==> src/rtl/ram_rd_pkg.sv <==
// Shared types and constants for the RAM burst reader.
package ram_rd_pkg;

    typedef enum logic [1:0] {
        StIdle  = 2'd0,
        StRead  = 2'd1,
        StDrain = 2'd2
    } rd_state_e;

    localparam int unsigned FIFO_DEPTH = 2;

endpackage

==> src/rtl/ram_rd_fifo.sv <==
// Two-entry output FIFO with a registered head word.
module ram_rd_fifo
    import ram_rd_pkg::*;
#(
    parameter int unsigned DATA_WIDTH = 8
) (
    input  logic                  clk,
    input  logic                  rst_n,
    input  logic                  push,
    input  logic [DATA_WIDTH-1:0] din,
    input  logic                  pop,
    output logic                  full,
    output logic                  empty,
    output logic [DATA_WIDTH-1:0] head,
    output logic [1:0]            count
);

    logic [DATA_WIDTH-1:0] head_q;
    logic [DATA_WIDTH-1:0] tail_q;
    logic [1:0]            count_q;
    logic                  do_push;
    logic                  do_pop;

    assign full    = (count_q == 2'(FIFO_DEPTH));
    assign empty   = (count_q == 2'd0);
    assign head    = head_q;
    assign count   = count_q;
    assign do_pop  = pop && !empty;
    // A push into a full FIFO is only legal when a pop frees a slot in the same cycle.
    assign do_push = push && (!full || do_pop);

    always_ff @(posedge clk or negedge rst_n) begin
        if (!rst_n) begin
            head_q  <= '0;
            tail_q  <= '0;
            count_q <= 2'd0;
        end else begin
            unique case ({do_push, do_pop})
                2'b10: begin
                    if (empty) head_q <= din;
                    else       tail_q <= din;
                    count_q <= count_q + 2'd1;
                end
                2'b01: begin
                    head_q  <= tail_q;
                    count_q <= count_q - 2'd1;
                end
                2'b11: begin
                    if (count_q == 2'd1) begin
                        head_q <= din;
                    end else begin
                        head_q <= tail_q;
                        tail_q <= din;
                    end
                end
                default: ;
            endcase
        end
    end

endmodule

==> src/rtl/ram_reader.sv <==
// Burst read master for a single-port synchronous RAM with a valid/ready output stream.
module ram_reader
    import ram_rd_pkg::*;
#(
    parameter int unsigned DATA_WIDTH = 8,
    parameter int unsigned ADDR_WIDTH = 11
) (
    input  logic                  clk,
    input  logic                  rst_n,
    input  logic                  start,
    input  logic [ADDR_WIDTH-1:0] base_addr,
    input  logic [ADDR_WIDTH:0]   length,
    output logic                  busy,
    output logic                  done,
    output logic                  ram_re,
    output logic [ADDR_WIDTH-1:0] ram_addr,
    input  logic [DATA_WIDTH-1:0] ram_data,
    output logic [DATA_WIDTH-1:0] m_data,
    output logic                  m_valid,
    input  logic                  m_ready
);

    localparam logic [ADDR_WIDTH:0] RemOne = (ADDR_WIDTH + 1)'(1);

    rd_state_e             state_q;
    logic [ADDR_WIDTH-1:0] addr_q;
    logic [ADDR_WIDTH:0]   remaining_q;
    logic                  inflight_q;
    logic                  busy_q;
    logic                  done_q;

    logic       fifo_full;
    logic       fifo_empty;
    logic [1:0] fifo_count;
    logic       pop;
    logic       credit_ok;
    logic       drain_done;

    ram_rd_fifo #(
        .DATA_WIDTH(DATA_WIDTH)
    ) u_fifo (
        .clk  (clk),
        .rst_n(rst_n),
        .push (inflight_q),
        .din  (ram_data),
        .pop  (pop),
        .full (fifo_full),
        .empty(fifo_empty),
        .head (m_data),
        .count(fifo_count)
    );

    assign m_valid   = !fifo_empty;
    assign pop       = m_valid && m_ready;
    // occupancy + inflight - pop < 2, rearranged to avoid unsigned underflow.
    assign credit_ok = ({1'b0, fifo_count} + {2'b00, inflight_q}) < (3'd2 + {2'b00, pop});
    assign ram_re    = (state_q == StRead) && (remaining_q != '0) && credit_ok;
    assign ram_addr  = addr_q;
    assign busy      = busy_q;
    assign done      = done_q;

    // True when the FIFO will be empty next cycle with nothing left in flight.
    assign drain_done = (state_q == StDrain) && !inflight_q &&
                        (fifo_empty || (!fifo_full && pop));

    always_ff @(posedge clk or negedge rst_n) begin
        if (!rst_n) begin
            state_q     <= StIdle;
            addr_q      <= '0;
            remaining_q <= '0;
            inflight_q  <= 1'b0;
            busy_q      <= 1'b0;
            done_q      <= 1'b0;
        end else begin
            done_q     <= 1'b0;
            inflight_q <= ram_re;
            case (state_q)
                StIdle: begin
                    if (start) begin
                        if (length != '0) begin
                            addr_q      <= base_addr;
                            remaining_q <= length;
                            busy_q      <= 1'b1;
                            state_q     <= StRead;
                        end else begin
                            done_q <= 1'b1;
                        end
                    end
                end
                StRead: begin
                    if (ram_re) begin
                        addr_q      <= addr_q + ADDR_WIDTH'(1);
                        remaining_q <= remaining_q - RemOne;
                        if (remaining_q == RemOne) state_q <= StDrain;
                    end
                end
                StDrain: begin
                    if (drain_done) begin
                        done_q  <= 1'b1;
                        busy_q  <= 1'b0;
                        state_q <= StIdle;
                    end
                end
                default: state_q <= StIdle;
            endcase
        end
    end

endmodule

==> config.mk <==
export PLATFORM = sky130hd
export DESIGN_NAME = ram_reader
export DESIGN_NICKNAME = d
export VERILOG_FILES = /design/src/rtl/ram_rd_pkg.sv /design/src/rtl/ram_rd_fifo.sv /design/src/rtl/ram_reader.sv
export SDC_FILE = /design/constraint.sdc
export NUM_CORES = 1
export LEC_CHECK = 0
export ABC_CLOCK_PERIOD_IN_PS = 3040
export BUFFER_PORTS_ARGS = -buffer_cell sky130_fd_sc_hd__buf_2
export CORE_MARGIN = 2
export CORE_UTILIZATION = 55
export DETAILED_ROUTE_END_ITERATION = 8
export PLACE_DENSITY = 0.88
export SLEW_MARGIN = 20
export SYNTH_ARGS = -nofsm -noshare
export SYNTH_HDL_FRONTEND = slang
export SYNTH_HIERARCHICAL = 1
export SYNTH_SLANG_ARGS = --single-unit
==> constraint.sdc <==
create_clock -name clk -period 3.04 [get_ports clk]
set_input_delay 0.912 -clock clk [delete_from_list [all_inputs] [get_ports clk]]
set_output_delay 0.912 -clock clk [all_outputs]
set_load 0.1 [all_outputs]
==> results of run 1 <==
cells by family (layout without fill, tap and decap cells):
group           Yosys count  after routing
buf+inv                  27             85
xor+xnor                  1              1
flops                    46             46
simple gates            124            124
fa+ha+maj                 9              9
mux                      11             11
compound gates           83             83
flip-flops by register name (all words and copies together), names as in the netlist:
signal and flops:
state_q 2, inflight_q 1, u_fifo/count 2, remaining_q 12, u_fifo/tail_q 8, ram_addr 11
done 1, u_fifo/head 8, busy 1
stage by stage:
step / area, sq um / instances / hold slack [ns]
after global routing: 3243 / 426 / 0.5342
after global placement: 3151 / 418 / 0.4874
after detailed placement: 3151 / 418 / 0.4944
after floorplan: 2785 / 301 / 0.4677
final: 3243 / 426 / 0.5185
after CTS: 3241 / 426 / 0.5173
layer usage:
metal  vias to the layer above  wire length [microns]
met1                      1251                   2882
met2                       119                   3413
met5                         -                      0
met4                         0                    107
li1                       1243                      -
met3                        13                    471
final timing paths:
path / startpoint / cells past startpoint / slack, ns / end
worst min-delay path: u_fifo/tail_q[6] / 1 / 0.52 / u_fifo/tail_q[6]
max in group asynchronous: rst_n / 2 / 1.82 / remaining_q[11]
worst min register to register: u_fifo/tail_q[6] / 1 / 0.52 / u_fifo/tail_q[6]
worst max-delay path: remaining_q[0] / 8 / 0.16 / ram_re
min in group asynchronous: rst_n / 1 / 0.61 / u_fifo/tail_q[7]
worst max register to register: remaining_q[0] / 9 / 0.68 / remaining_q[5]
area by class of cell:
type                            instances  area (sq um)  share of cell area [%]
Timing Repair Buffer                   70         397.9                   12.27
Inverter                                7         28.78                  0.8873
Multi-Input combinational cell        228          1491                   45.99
Clock buffer                            5         68.82                   2.122
Clock inverter                          3         21.27                  0.6559
Sequential cell                        46          1151                   35.49
Tap cell                               67         83.83                   2.585
cells in the mapped netlist (all sizes together), types with 2 or more instances:
cell type	instances	area, sq um
dfrtp	46	1151
nor3	28	165.2
o21ai	27	138.9
nor2	26	100.1
nand3	20	100.1
a31oi	13	81.33
a21oi	11	58.81
buf	11	81.32
nand2	10	40.04
a2bb2oi	9	78.83
clkbuf	9	35.03
ha	9	112.6
mux2	8	90.09
inv	7	26.27
nand4	6	37.54
o31ai	6	45.04
and3	5	31.28
nor4	5	46.29
and2	4	25.02
a221o	3	30.03
mux2i	3	30.03
nand2b	3	18.77
nand3b	3	22.52
nor2b	3	18.77
a21o	2	15.01
a22oi	2	15.01
nor3b	2	15.01
o22ai	2	12.51
or4	2	18.77
repair_timing:
item                       4_1_cts  5_1_grt
buffers inserted                 0        0
setup endpoints to repair        0        1
hold buffers                     0        0
gates resized for setup          0        1
==> results.tsv, run 1 <==
stage	metric	value	unit
timing	Fin. Hold Viols	0	
synthesis	Main synth FF type	dfrtp_1	
synthesis	Yosys reg bits	46	
die	total core area	0.004786	sq mm
hold_path	Worst Hold Class	reg2reg	
place	IO Port Bufs	57	
place	hpwl dp	5.072	mm
synthesis	main combinational cell family by area after synthesis	simple AND/OR/NAND/NOR gates	
run_status	status	complete, no violations	
grt	met2 usage	44.44	%
timing	setup ws final	0.1600	ns
place	GP Congestion	0.8966	
detailed_routing	DRT antenna net count	0	
final_layout	layout cells sized above 1	28.13	%
cts	Worst-path clk slew	0.09	ns
timing	Worst slew margin	56.97	%
synthesis	multiplexer share of the synthesized area	4.317	%
final_layout	most frequent cells in the layout	buf_2, dfrtp_1, o21ai_0	
timing	max-slew violation count	0	
detailed_routing	DR WL/cell	16.14	microns
timing	Worst-Margin Slew	0.6454	ns
synthesis	Post-Syn Instances	301	
worst_setup_path	Crit-path slowest cell	dfrtp_1	
die	die area	0.005645	sq mm
detailed_routing	Total Wirelength	6.875	mm
worst_setup_path	WP data arrival	1.97	ns
synthesis	asr flop ratio synth	100.0	%
cts	H-tree Lvls	2	
grt	number of global-route vias before repair	2440	
final_layout	# fillers	381	
synthesis	synthesis warning total	6	
worst_setup_path	CP Cell Sequence	inv_1 > ha_1 > nor3b_1 > nand4b_2 > and2_0 > nand2_2 > inv_4 > buf_12	
cts	CTS Buffer Depth	2	
cts	Num Clock Sinks	46	
cts	CTS Root Cell	clkbuf_8	
final_layout	commonest non-fill, non-tap cell in the layout	buf_2	
synthesis	Avg Cell Area, Syn	9.245	sq um
synthesis	Synth Area in Adders	4.047	%
place	Placement Setup Slack	0.2157	ns
grt	remaining global-route overflow	0	
die	die span in x	75.13	microns
die	DIE HEIGHT	75.13	microns
timing	unrepaired setup endpoints after global routing	no	
cts	Skew-Pair Late Insertion Delay	0.31	ns
die	standard-cell rows	25	
worst_setup_path	delay-heaviest family, CP	simple AND/OR/NAND/NOR gates	
cts	CTS Buf Count	5	
worst_setup_path	crit path buf inv count	3	
worst_setup_path	Critical Path Start Type	flop	
grt	initial antenna violation count	0	
cts	CTS tree	yes	
detailed_routing	drt initial violations	216	
worst_setup_path	Critical Path RT	2.13	ns
final_layout	antenna cells	0	
synthesis	Post-synth EDFFs	0	
die	Initial Util	58.14	%
grt	most used routing layer	met2	
grt	met1 Usage GRT	34.27	%
timing	Fmax achieved	0.3472	GHz
synthesis	Mapped Area	0.002783	sq mm
synthesis	Mapped Nets	345	
final_layout	final core occ	67.76	%
synthesis	Seq/Total Area, Yosys	41.37	%
worst_setup_path	CP Capture Type	output port	
timing	clk_skew	0.01313	ns
grt	Total GRT Usage	26.22	%
synthesis	Synth Area in XOR/XNOR	0.3147	%
die	Top-Level Pins	58	
synthesis	post-synthesis compound-gate area fraction	19.51	%
grt	routing usage on met3	5.087	%
synthesis	distinct cell type count after synthesis	58	
final_layout	layout net count	402	
grt	pin count of the biggest net entering global routing	36	
detailed_routing	TritonRoute pass-1 iters	4	
detailed_routing	Post-route DRC	0	
detailed_routing	Vias	2626	
worst_setup_path	worst-path maximum fanout	6	
flow_run	Max-Cap Viols	0	
grt	global-route wire length before repair	11.45	mm
timing	Period Utilization, post-route	94.74	%
worst_setup_path	Crit Path Class	reg2out	
synthesis	Simple-Gate Fraction of Synth Area	25.31	%
timing	setup TNS	0	ns
detailed_routing	Via density	6.164	
worst_setup_path	crit-path max cell delay	0.45	ns
timing	min cycle time layout	2.880	ns
timing	Final Setup Violations	0	
final_layout	P&R area growth vs syn	16.55	%
Power of run 1 is left out: the tool's default activity adds up to more than one toggle a clock period on the data nets, which glitch-free logic cannot reach.
==> inputs of run 2 (changes only) <==
--- a/config.mk
+++ b/config.mk
@@ -6,11 +6,11 @@
 export NUM_CORES = 1
 export LEC_CHECK = 0
 export ABC_CLOCK_PERIOD_IN_PS = 3040
-export BUFFER_PORTS_ARGS = -buffer_cell sky130_fd_sc_hd__buf_2
 export CORE_MARGIN = 2
-export CORE_UTILIZATION = 55
+export CORE_UTILIZATION = 60
 export DETAILED_ROUTE_END_ITERATION = 8
-export PLACE_DENSITY = 0.88
+export DONT_BUFFER_PORTS = 1
+export PLACE_DENSITY = 0.84
 export SLEW_MARGIN = 20
 export SYNTH_ARGS = -nofsm -noshare
 export SYNTH_HDL_FRONTEND = slang
==> run 2 against run 1 <==
Wire length is 5.9% lower. Register-to-register slack improved by 0.09 ns. First-iteration DRC count down 31%. Die area decreased by 7.9%. Critical path type unchanged. Largest cell class unchanged.
==> results.tsv, run 2 (synthesized netlist as in run 1, its figures left out) <==
stage	metric	value	unit
worst_setup_path	worst-path maximum fanout	5	
cts	CTS Root Cell	clkbuf_8	
cts	# hold bufs at CTS	0	
worst_setup_path	R2R setup slack	0.77	ns
cts	Skew-Pair Late Insertion Delay	0.31	ns
final_layout	layout net count	354	
grt	global-route wire length before repair	10.99	mm
worst_setup_path	Critical Path RT	2.13	ns
detailed_routing	Via density	6.661	
die	die span in x	72.10	microns
grt	pin count of the biggest net entering global routing	47	
detailed_routing	Vias	2418	
timing	min cycle time layout	2.931	ns
timing	max-slew violation count	0	
cts	# Post-CTS Setup Buffers	0	
grt	remaining global-route overflow	0	
die	total core area	0.004414	sq mm
cts	CTS Buf Count	5	
detailed_routing	TritonRoute pass-1 iters	4	
die	standard-cell rows	24	
grt	routing usage on met3	7.778	%
grt	met1 Usage GRT	31.69	%
detailed_routing	Post-route DRC	0	
timing	Fin. Hold Viols	0	
detailed_routing	Total Wirelength	6.468	mm
grt	met2 usage	45.87	%
timing	clk_skew	0.01000	ns
final_layout	most frequent cells in the layout	dfrtp_1, o21ai_0, nor2_1	
timing	Fmax achieved	0.3411	GHz
die	Top-Level Pins	58	
grt	most used routing layer	met2	
cts	CTS tree	yes	
flow_run	Max-Cap Viols	0	
grt	Total GRT Usage	26.55	%
place	IO Port Bufs	0	
timing	unrepaired setup endpoints after global routing	no	
detailed_routing	DR WL/cell	17.82	microns
timing	Period Utilization, post-route	96.43	%
worst_setup_path	Critical Path Start Type	flop	
detailed_routing	drt initial violations	148	
timing	Worst-Margin Slew	0.9521	ns
final_layout	Reg with most FFs	remaining_q	
die	die area	0.005198	sq mm
final_layout	Largest register FFs	12	
timing	setup TNS	0	ns
die	DIE HEIGHT	72.10	microns
final_layout	P&R area growth vs syn	7.599	%
hold_path	Worst Hold Class	in2async	
place	hpwl dp	4.699	mm
worst_setup_path	WP data arrival	2.02	ns
place	GP Congestion	0.9250	
cts	CTS Buffer Depth	2	
final_layout	layout cells sized above 1	16.72	%
die	Initial Util	63.04	%
detailed_routing	DRT antenna net count	0	
worst_setup_path	Crit Path Class	reg2out	
worst_setup_path	R2R depth	8	
worst_setup_path	reg2reg start	remaining_q[1]	
grt	initial antenna violation count	0	
final_layout	commonest non-fill, non-tap cell in the layout	dfrtp_1	
timing	Final Setup Violations	0	
worst_setup_path	Worst Setup EP	ram_re	
worst_setup_path	CP Capture Type	output port	
worst_setup_path	FF-to-FF End	remaining_q[8]	
cts	Worst-path clk slew	0.09	ns
timing	hold_ws	0.2862	ns
cts	Num Clock Sinks	46	
cts	H-tree Lvls	2	
timing	Worst slew margin	36.52	%
run_status	status	complete, no violations	
grt	number of global-route vias before repair	2419	
worst_setup_path	CP Launch Point	remaining_q[1]	
final_layout	antenna cells	0	
## run 2: worst max-delay path, stage by stage, from the launching register on
cell	delay [ns]
dfrtp_1	0.41
inv_1	0.15
ha_1	0.16
nor3b_1	0.24
nand4b_2	0.25
and2_0	0.24
nand2_2	0.14
inv_6	0.12
## run 2: layer usage
layer,wire (microns),vias to the layer above,share of wire [%]
met3,628,8,9.7
met2,3203,105,50
li1,-,1152,-
met1,2547,1153,39
met4,89,0,1.4
met5,0,-,0
## run 2: per-stage QoR
step           instance area [sq um]  utilization (%)  instances  worst slack, ns
4_1_cts                         2992            67.77        363           0.1159
6_report                        2994            67.83        363           0.1086
3_5_place_dp                    2899            65.67        355           0.3023
3_3_place_gp                    2899            65.67        355           0.3150
2_1_floorplan                   2785                -        301          0.06498
5_1_grt                         2994            67.83        363         0.007389
## run 2: layout make-up
| type | instances | area, sq um |
|---|---|---|
| Timing Repair Buffer | 22 | 165.2 |
| Inverter | 7 | 31.28 |
| Tap cell | 52 | 65.06 |
| Sequential cell | 46 | 1151 |
| Clock buffer | 5 | 68.82 |
| Fill cell | 348 | 1420 |
| Clock inverter | 3 | 23.77 |
| Multi-Input combinational cell | 228 | 1489 |
## run 2: what timing repair did
item | in CTS | in global routing
gates resized for setup | 0 | 1
hold endpoints to repair | 0 | 0
endpoints found under the setup margin | 0 | 1
## run 2: worst min path at each step
stage | start | end | slack (ns) | cells past startpoint
after global routing | rst_n | u_fifo/tail_q[2] | 0.27 | 0
after floorplan | remaining_q[11] | remaining_q[11] | 0.47 | 2
after CTS | rst_n | ram_addr[6] | 0.28 | 0
after detailed placement | u_fifo/tail_q[3] | u_fifo/tail_q[3] | 0.49 | 1
final | rst_n | ram_addr[9] | 0.29 | 0
after global placement | u_fifo/tail_q[6] | u_fifo/tail_q[6] | 0.49 | 1
Power of run 2 is left out for the same reason.
==> inputs of run 3 (changes only) <==
==> constraint.sdc (replaced) <==
create_clock -name clk -period 3.04 [get_ports clk]
set_input_delay 0.152 -clock clk [delete_from_list [all_inputs] [get_ports clk]]
set_output_delay 0.152 -clock clk [all_outputs]
set_load 0.1 [all_outputs]
==> run 3 against run 2 <==
Fmax grew 6.7%. Clock skew is essentially flat. First-iteration DRC count shrank 6.1%. Via count grew 2.3%. Utilization grew 2.3 points. Setup slack gained 0.18 ns. Flip-flop and latch count is the same. Sequential share of layout area shrank 1.3 points.
==> results.tsv, run 3 (synthesized netlist as in run 1, its figures left out) <==
stage	metric	value	unit
run_status	status	complete, no violations	
cts	CTS tree	yes	
detailed_routing	Vias	2473	
timing	min cycle time layout	2.749	ns
worst_setup_path	crit-path max cell delay	0.43	ns
timing	Period Utilization, post-route	90.41	%
timing	Worst slew margin	36.25	%
cts	H-tree Lvls	2	
place	hpwl dp	4.626	mm
die	Initial Util	63.04	%
timing	Fin. Hold Viols	0	
grt	initial antenna violation count	0	
die	total core area	0.004414	sq mm
grt	Total GRT Usage	27.21	%
place	GP Congestion	0.9412	
worst_setup_path	CP most frequent cell	buf_4	
detailed_routing	DRT antenna net count	0	
cts	CTS Buffer Depth	2	
cts	Worst-path clk slew	0.09	ns
detailed_routing	TritonRoute pass-1 iters	4	
detailed_routing	drt initial violations	139	
final_layout	Largest register FFs	12	
cts	# hold bufs at CTS	13	
detailed_routing	Total Wirelength	6.623	mm
die	die span in x	72.10	microns
timing	max-slew violation count	0	
timing	Final Setup Violations	0	
place	IO Port Bufs	0	
timing	unrepaired setup endpoints after global routing	no	
detailed_routing	Post-route DRC	0	
worst_setup_path	crit path buf inv count	4	
timing	setup TNS	0	ns
final_layout	most frequent cells in the layout	dfrtp_1, o21ai_0, nor2_1	
grt	remaining global-route overflow	0	
worst_setup_path	Crit Path Class	reg2out	
grt	pin count of the biggest net entering global routing	47	
cts	Skew-Pair Late Insertion Delay	0.30	ns
detailed_routing	DR WL/cell	17.85	microns
cts	post_cts resized	0	
place	Placed Area	0.002859	sq mm
final_layout	Reg with most FFs	remaining_q	
die	Top-Level Pins	58	
die	die area	0.005198	sq mm
worst_setup_path	CP Capture Type	output port	
timing	Fmax achieved	0.3638	GHz
final_layout	P&R area growth vs syn	11.29	%
grt	number of global-route vias before repair	2297	
cts	Num Clock Sinks	46	
worst_setup_path	Critical Path Start Type	flop	
die	DIE HEIGHT	72.10	microns
timing	Worst-Margin Slew	0.9562	ns
final_layout	# fillers	351	
worst_setup_path	Critical Path RT	2.89	ns
final_layout	Final Instance Area	0.003097	sq mm
cts	CTS Buf Count	5	
final_layout	commonest non-fill, non-tap cell in the layout	dfrtp_1	
worst_setup_path	delay-heaviest family, CP	simple AND/OR/NAND/NOR gates	
worst_setup_path	CP Cell Sequence	inv_1 > ha_1 > nor2b_1 > o2bb2ai_1 > buf_4 > and2_0 > nand2_2 > inv_2 > buf_4	
flow_run	Max-Cap Viols	0	
timing	clk_skew	0.009760	ns
worst_setup_path	WP data arrival	2.60	ns
die	standard-cell rows	24	
final_layout	antenna cells	0	
final_layout	layout net count	362	
worst_setup_path	worst-path maximum fanout	7	
hold_path	Worst Hold Class	in2reg	
cts	# Post-CTS Setup Buffers	0	
cts	CTS Root Cell	clkbuf_8	
worst_setup_path	Crit-path slowest cell	dfrtp_1	
grt	global-route wire length before repair	11.04	mm
detailed_routing	Via density	6.666	
final_layout	layout cells sized above 1	15.05	%
[run 3: changes by cell type in the layout (fill, tap and decap cells not counted)]
cell / change
inv_2: +1
inv_6: -2
clkinvlp_4: -1
clkinv_2: +1
dlygate4sd3_1: +12
buf_16: +1
clkinv_4: +1
buf_4: -5
[run 3: area by class of cell]
cell class / instances / area [sq um] / share of cell area [%]
multi-input combinational: 228 / 1489 / 48.08
sequential: 46 / 1151 / 37.17
timing repair buffer: 30 / 275.3 / 8.889
clock buffer: 5 / 68.82 / 2.222
tap: 52 / 65.06 / 2.101
inverter: 7 / 26.28 / 0.8485
clock inverter: 3 / 21.27 / 0.6869
[run 3: layer usage]
layer  vias to the layer above  wire, microns  global-route usage (%)
li1                       1168              -                       -
met1                      1167           2697                   36.01
met2                       123           3144                   42.71
met3                        15            652                   8.889
met4                         0            129                   8.386
met5                         -              0                       0
[run 3: final timing paths]
check / cells past startpoint / slack (ns) / startpoint / end
setup / recovery: 9 / 0.29 / u_fifo/count[1] / ram_re
hold / removal: 2 / 0.02 / ram_data[7] / u_fifo/head[7]
setup reg to reg: 8 / 0.52 / u_fifo/count[1] / ram_addr[3]
hold reg to reg: 1 / 0.52 / u_fifo/tail_q[6] / u_fifo/tail_q[6]
max in group asynchronous: 2 / 2.48 / rst_n / u_fifo/tail_q[6]
min in group asynchronous: 2 / 0.36 / rst_n / remaining_q[8]
[run 3: metrics by stage]
step | utilization, % | instances | hold slack (ns) | setup WS [ns]
6_report | 70.15 | 371 | 0.01836 | 0.2915
5_1_grt | 70.15 | 371 | 0.008862 | 0.09591
4_1_cts | 70.15 | 371 | 0.004961 | 0.3095
3_5_place_dp | 64.77 | 350 | -0.1423 | 0.6198
3_3_place_gp | 64.77 | 350 | -0.1420 | 0.7589
2_1_floorplan | - | 301 | -0.1436 | 0.7714
Power of run 3 is left out for the same reason.
